===== config.mk =====
export PLATFORM = sky130hd
export DESIGN_NAME = fetch_unit
export DESIGN_NICKNAME = d
export VERILOG_FILES = /design/src/rtl/fetch_unit.sv
export SDC_FILE = /design/constraint.sdc
export NUM_CORES = 1
export LEC_CHECK = 0
export BUFFER_PORTS_ARGS = -buffer_cell sky130_fd_sc_hd__buf_2
export CAP_MARGIN = 20
export CORE_MARGIN = 3
export CORE_UTILIZATION = 30
export CTS_BUF_LIST = sky130_fd_sc_hd__clkbuf_4
export DETAILED_ROUTE_END_ITERATION = 8
export SYNTH_ARGS = -nofsm -noshare
export SYNTH_HDL_FRONTEND = slang
export SYNTH_SLANG_ARGS = --single-unit

===== constraint.sdc =====
create_clock -name clk -period 3.3 [get_ports clk]
set_input_delay 0.33 -clock clk [delete_from_list [all_inputs] [get_ports clk]]
set_output_delay 0.33 -clock clk [all_outputs]
set_load 0.01 [all_outputs]

===== src/rtl/fetch_unit.sv =====
// Instruction fetch unit: one outstanding memory read, holds the fetched word for decode, handles redirects.
// Optional debug ports (dbg_state, dbg_fetch_count) are built when FETCH_DEBUG_EN is defined.
module fetch_unit #(
   parameter logic [31:0] RESET_PC = 32'h0,
   parameter logic [31:0] PC_STEP  = 32'h1
) (
   input  logic        clk,
   input  logic        rst,
   output logic        mem_req,
   output logic [31:0] mem_addr,
   input  logic        mem_ready,
   input  logic        mem_rvalid,
   input  logic [31:0] mem_rdata,
   output logic        instr_valid,
   output logic [31:0] instr,
   output logic [31:0] instr_pc,
   input  logic        instr_ready,
   input  logic        redirect,
   input  logic [31:0] redirect_pc,
`ifdef FETCH_DEBUG_EN
   output logic [31:0] pc,
   output logic [1:0]  dbg_state,
   output logic [31:0] dbg_fetch_count
`else
   output logic [31:0] pc
`endif
);

   typedef enum logic [1:0] {
      ST_REQ   = 2'd0,
      ST_WAIT  = 2'd1,
      ST_HOLD  = 2'd2,
      ST_DRAIN = 2'd3
   } state_t;

   state_t state;

   assign mem_req     = (state == ST_REQ);
   assign mem_addr    = pc;
   assign instr_valid = (state == ST_HOLD);

   // DRAIN swallows the one response still in flight for a PC that a redirect made stale.
   always_ff @(posedge clk or posedge rst) begin
      if (rst) begin
         state    <= ST_REQ;
         pc       <= RESET_PC;
         instr    <= 32'h0;
         instr_pc <= 32'h0;
      end else begin
         case (state)
            ST_REQ: begin
               if (redirect) begin
                  pc    <= redirect_pc;
                  state <= mem_ready ? ST_DRAIN : ST_REQ;
               end else if (mem_ready) begin
                  state <= ST_WAIT;
               end
            end
            ST_WAIT: begin
               if (redirect) begin
                  pc    <= redirect_pc;
                  state <= ST_DRAIN;
               end else if (mem_rvalid) begin
                  instr    <= mem_rdata;
                  instr_pc <= pc;
                  pc       <= pc + PC_STEP;
                  state    <= ST_HOLD;
               end
            end
            ST_HOLD: begin
               if (redirect) begin
                  pc    <= redirect_pc;
                  state <= ST_REQ;
               end else if (instr_ready) begin
                  state <= ST_REQ;
               end
            end
            ST_DRAIN: begin
               if (redirect) begin
                  pc <= redirect_pc;
               end
               if (mem_rvalid) begin
                  state <= ST_REQ;
               end
            end
            default: state <= ST_REQ;
         endcase
      end
   end

`ifdef FETCH_DEBUG_EN
   assign dbg_state = state;

   // Only instructions actually handed to decode count; a redirect in the same cycle discards the word.
   always_ff @(posedge clk or posedge rst) begin
      if (rst) begin
         dbg_fetch_count <= 32'h0;
      end else if (instr_valid && instr_ready && !redirect) begin
         dbg_fetch_count <= dbg_fetch_count + 32'h1;
      end
   end
`endif

endmodule


[After elaboration in Yosys (flattened, before gate mapping)]
Index checks and enable logic that the tools add are counted.
Storage, ports and cells
  input port bits: 70
  register bits: 98
  output and inout port bits: 130
  word-level logic and storage cells: 32
Cells by class
  reductions and logical operators: 5
  bitwise logic cells: 1
  multiplexer cells: 13
  equal/unequal tests: 8
  add/sub/neg operators: 1
Operator list (number)
  2-to-1 mux 32 bit: 3
  case mux 32 bit (2 select lines): 1
  adder 32 x 1 -> 32 bit, second input constant: 1
  2-to-1 mux 2 bit: 8
  case mux 2 bit (4 select lines): 1
  != test 3 x 1 -> 1 bit, second input constant: 2
  == test 2 bit, second input constant: 2
  AND reduction 4 bit: 1
  != test 3 bit, second input constant: 1
  AND reduction 3 bit: 1
  OR reduction 3 bit: 1
  == test 2 x 1 -> 1 bit, second input constant: 1
  zero test 2 bit: 1
  != test 2 x 1 -> 1 bit, second input constant: 1
  != test 2 bit, second input constant: 1
  AND reduction 2 bit: 1
  inverter 1 bit: 1

[Longest topological paths before layout]
  word-level depth: 4
  gate-level depth with buffers: 8
  depth with buffers taken out: 6

[Worst setup path before layout]
No wires, ideal clock.
  path kind: register to register
  from: register pc[0], in the netlist mem_addr[0]
  to: register pc[30], in the netlist mem_addr[30]
  setup slack: 1.311 ns
  stages on the path, launching flop included: 9
  buffers on the path: 2
  data arrival time: 1.848 ns
  required time: 3.159 ns
  path through: dfrtp_1 > ha_1 > clkbuf_1 > and4_1 > and3_1 > buf_2 > nand3_1 > o311ai_1 > o311ai_1
Between the ends
  cells in the longest elaborated chain, start to end: 4
Ends and longest elaborated chain
  from (decl): RTL line 25  | output logic [31:0] pc
  from (signal assigned): RTL line 53  | pc <= redirect_pc;
  from (signal assigned): RTL line 61  | pc <= redirect_pc;
  from (signal assigned): RTL line 66  | pc <= pc + PC_STEP;
  adder 32 x 1 -> 32 bit: RTL line 66
  2-to-1 mux 32 bit: RTL line 63  | end else if (mem_rvalid) begin
  2-to-1 mux 32 bit: RTL line 60  | if (redirect) begin
  case mux 32 bit (2 select lines): RTL line 50  | case (state)
No other way between the ends. The select of a mux whose other input is x is not followed.
A chain may end at the register's enable or synchronous reset.

[Worst setup path after layout]
  from: register pc[0], in the netlist mem_addr[0]
  to: register pc[16], in the netlist mem_addr[16]
Same word-level chain as after synthesis.

==> results.cfg <==
[synthesis]
synth-edff-count = 0
synth_nets = 496
yosysTopAreaCellShare_pct = 51.0
synth_flop_cell = dfrtp_1
yosys-top-cells-count = dfrtp_1, mux2_2, buf_4
synth-async-reset-ratio_pct = 100
yosysMostFrequentCell = dfrtp_1
syn_inst = 425
synth_seq_area_share_pct = 51.0
avgSynthCellArea_um2 = 11.3
synth_top_area_cell = dfrtp_1
synth_cell_types = 47
synth-seq-cells = 98
yosysWarningCount = 0
synth_area_um2 = 4810
synth_area_leaders = dfrtp_1, mux2_2, buf_4, a21oi_1, o21ai_0

[floorplanning]
die-area_um2 = 17600
std_cell_rows = 45
fp.dieW_um = 133
ios = 200
core-area_um2 = 15400
die_y_um = 133
start_util_pct = 31.2

[sta]
fin_tns_setup_ns = 0
finalWorstSetupSlack_ns = 0.987
finalCriticalPeriod_ns = 2.31
tightest_slew_ns = 0.779
max_freq_ghz = 0.432
rsz0062_at_grt = false
slew_violations = 0
skew_ns = 0.0224
period_share_pct = 70.1
relSlewSlack_pct = 47.9
setup_viol = 0
finalHoldViolCount = 0

[cells_and_area]
nets = 657
num-fill-cells = 1602
layout-drive-gt1-share_pct = 51.3
area_delta_synth_final_pct = 24.0
seq_area_um2 = 2450
multi_input_area_um2 = 1960

[worst_setup_path]
endpoint_kind = flop
cp_max_fo = 8
worst-path-buf-inv = 0
worst-r2r-cell-count = 6
start_kind = flop
worstSetupStartpoint = mem_addr[0]
crit_chain = ha_1, and4_1, and3_1, nand2_1, o32ai_1, a21oi_1
critPathKind = reg -> reg
r2r_slack_ns = 0.99
crit_required_ns = 3.64
reg2reg_from = mem_addr[0]
cp_top_family = simple AND/OR/NAND/NOR gates
cp-endpoint = mem_addr[16]
cp_slowest_cell = dfrtp_1
r2r_end = mem_addr[16]
cpPeakStageDelay_ns = 0.57
arrival_ns = 2.66
cp.depth = 6

[pwr]
vdd_drop_max_uv = 380
powerDensity_nw_per_um2 = 780
power.leakage_nw = 2.72

[clocking]
clock-sinks = 98
post_cts_buffers = 0
clock_path_buffers = 2
cts_made_buffers = 9
clock_latency_ns = 0.48
clk_pin_slew_ns = 0.16
htree_levels = 3
root_buffer = clkbuf_4
cts_tree = done

[placed_design]
hpwlAfterDp_mm = 9.70
place.port_buffers = 199
place_ws_ns = 1.01
place_congestion = 0.796

[route]
viasPerCell = 4.86
antenna_left = 0
wl_mm = 13.2
drc_errors = 0
post_drt_wl_per_cell_um = 16.5
drt_iter0_markers = 183
num_vias = 3902
drt_pass1_iterations = 4

[global_routing]
grt_max_degree = 83
grt_pass1_wl_mm = 21.4
antenna_found_initial = 4
grt_usage_pct = 15.2
grt-ovfl-total = 0
first_global_vias = 4020

[run_status]
status = finished clean

[worst_hold_path]
hold_class = in -> reg

[job]
maxCapViolations = 0
[final cells by class]
type	instances	area share (%)
clock inverter	6	1.36
antenna	1	0.0419
inverter	7	0.482
tap	211	4.43
timing repair buffer	210	18.5
sequential	98	41.1
clock buffer	10	1.26
multi-input combinational	260	32.8
[sequential cells by signal, indices dropped and copies added (netlist names)]
name	count
state	2
instr_pc	32
instr	32
mem_addr	32
[stage by stage]
step	utilization [%]	hold slack, ns	instances	total power, mW	area [um^2]
after floorplan	-	0.451	425	3.27	4810
after global placement	37.3	0.484	782	3.94	5750
after detailed placement	37.3	0.490	782	4.00	5750
after CTS	38.4	0.000569	800	4.74	5930
after global routing	38.7	0.00516	803	5.01	5970
final	38.7	0.0606	803	4.65	5970
[report_power, final]
part	switching (mW)	internal [mW]
sequential	0.417	1.69
combinational	0.927	0.907
clock	0.403	0.311
total	1.75	2.91
[metal layers]
layer | track usage (%) | share of wire [%] | up-vias | routed length [um]
met5 | 0 | 0.21 | - | 28
met4 | 5.20 | 1.7 | 6 | 221
met3 | 5.70 | 9.0 | 22 | 1190
met2 | 25.4 | 49 | 160 | 6440
met1 | 18.2 | 40 | 1874 | 5340
li1 | - | - | 1840 | -
[cells in the final DEF, fill, tap and decap left out, drive strengths merged, types with 2 or more instances in the layout]
cell type,Yosys,layout
buf,50,207
dfrtp,98,98
mux2,66,66
a21oi,29,29
o21ai,27,27
nand2,24,24
nor2,19,19
nand3,16,16
nand4,11,11
clkbuf,10,10
o22ai,8,8
and4,7,7
nor4,7,7
inv,7,7
xnor2,5,5
and3,5,5
a31oi,3,3
o32ai,3,3
a22oi,3,3
o311ai,3,3
dlygate4sd3,0,3
clkinv,0,3
a211oi,2,2
nand2b,2,2
xor2,2,2
bufinv,0,2
o2bb2a,2,2
[worst register-to-register path, cell delays in order (launching register included)]
cell,delay [ns]
dfrtp_1,0.57
ha_1,0.39
and4_1,0.27
and3_1,0.32
nand2_1,0.21
o32ai_1,0.33
a21oi_1,0.12
[how the worst min path moves through the flow]
stage               startpoint  slack [ns]            to  cells past startpoint
2_1_floorplan   redirect_pc[0]        0.45   mem_addr[0]                      2
3_3_place_gp      instr_pc[14]        0.48  instr_pc[14]                      1
3_5_place_dp      instr_pc[18]        0.49  instr_pc[18]                      1
4_1_cts        redirect_pc[31]      0.0006  mem_addr[31]                      3
5_1_grt        redirect_pc[31]       0.005  mem_addr[31]                      3
6_report       redirect_pc[31]        0.06  mem_addr[31]                      3
[kinds of logic after synthesis]
logic type                 after synthesis  synth area share (%)
AOI/OAI and AO/OA                       89                  11.4
xor gates and xnor gates                 7                  1.27
adders and majority gates                1                 0.260
buffers and inverters                   67                  8.66
DFF                                     98                  51.0
muxes                                   66                  15.4
and+or+nand+nor                         97                  12.0
[timing repair]
item,4_1_cts,5_1_grt
endpoints found under the hold margin,2,24
hold buffers,2,1
gates resized for setup,0,0
Power figures use the tool's default switching activity.
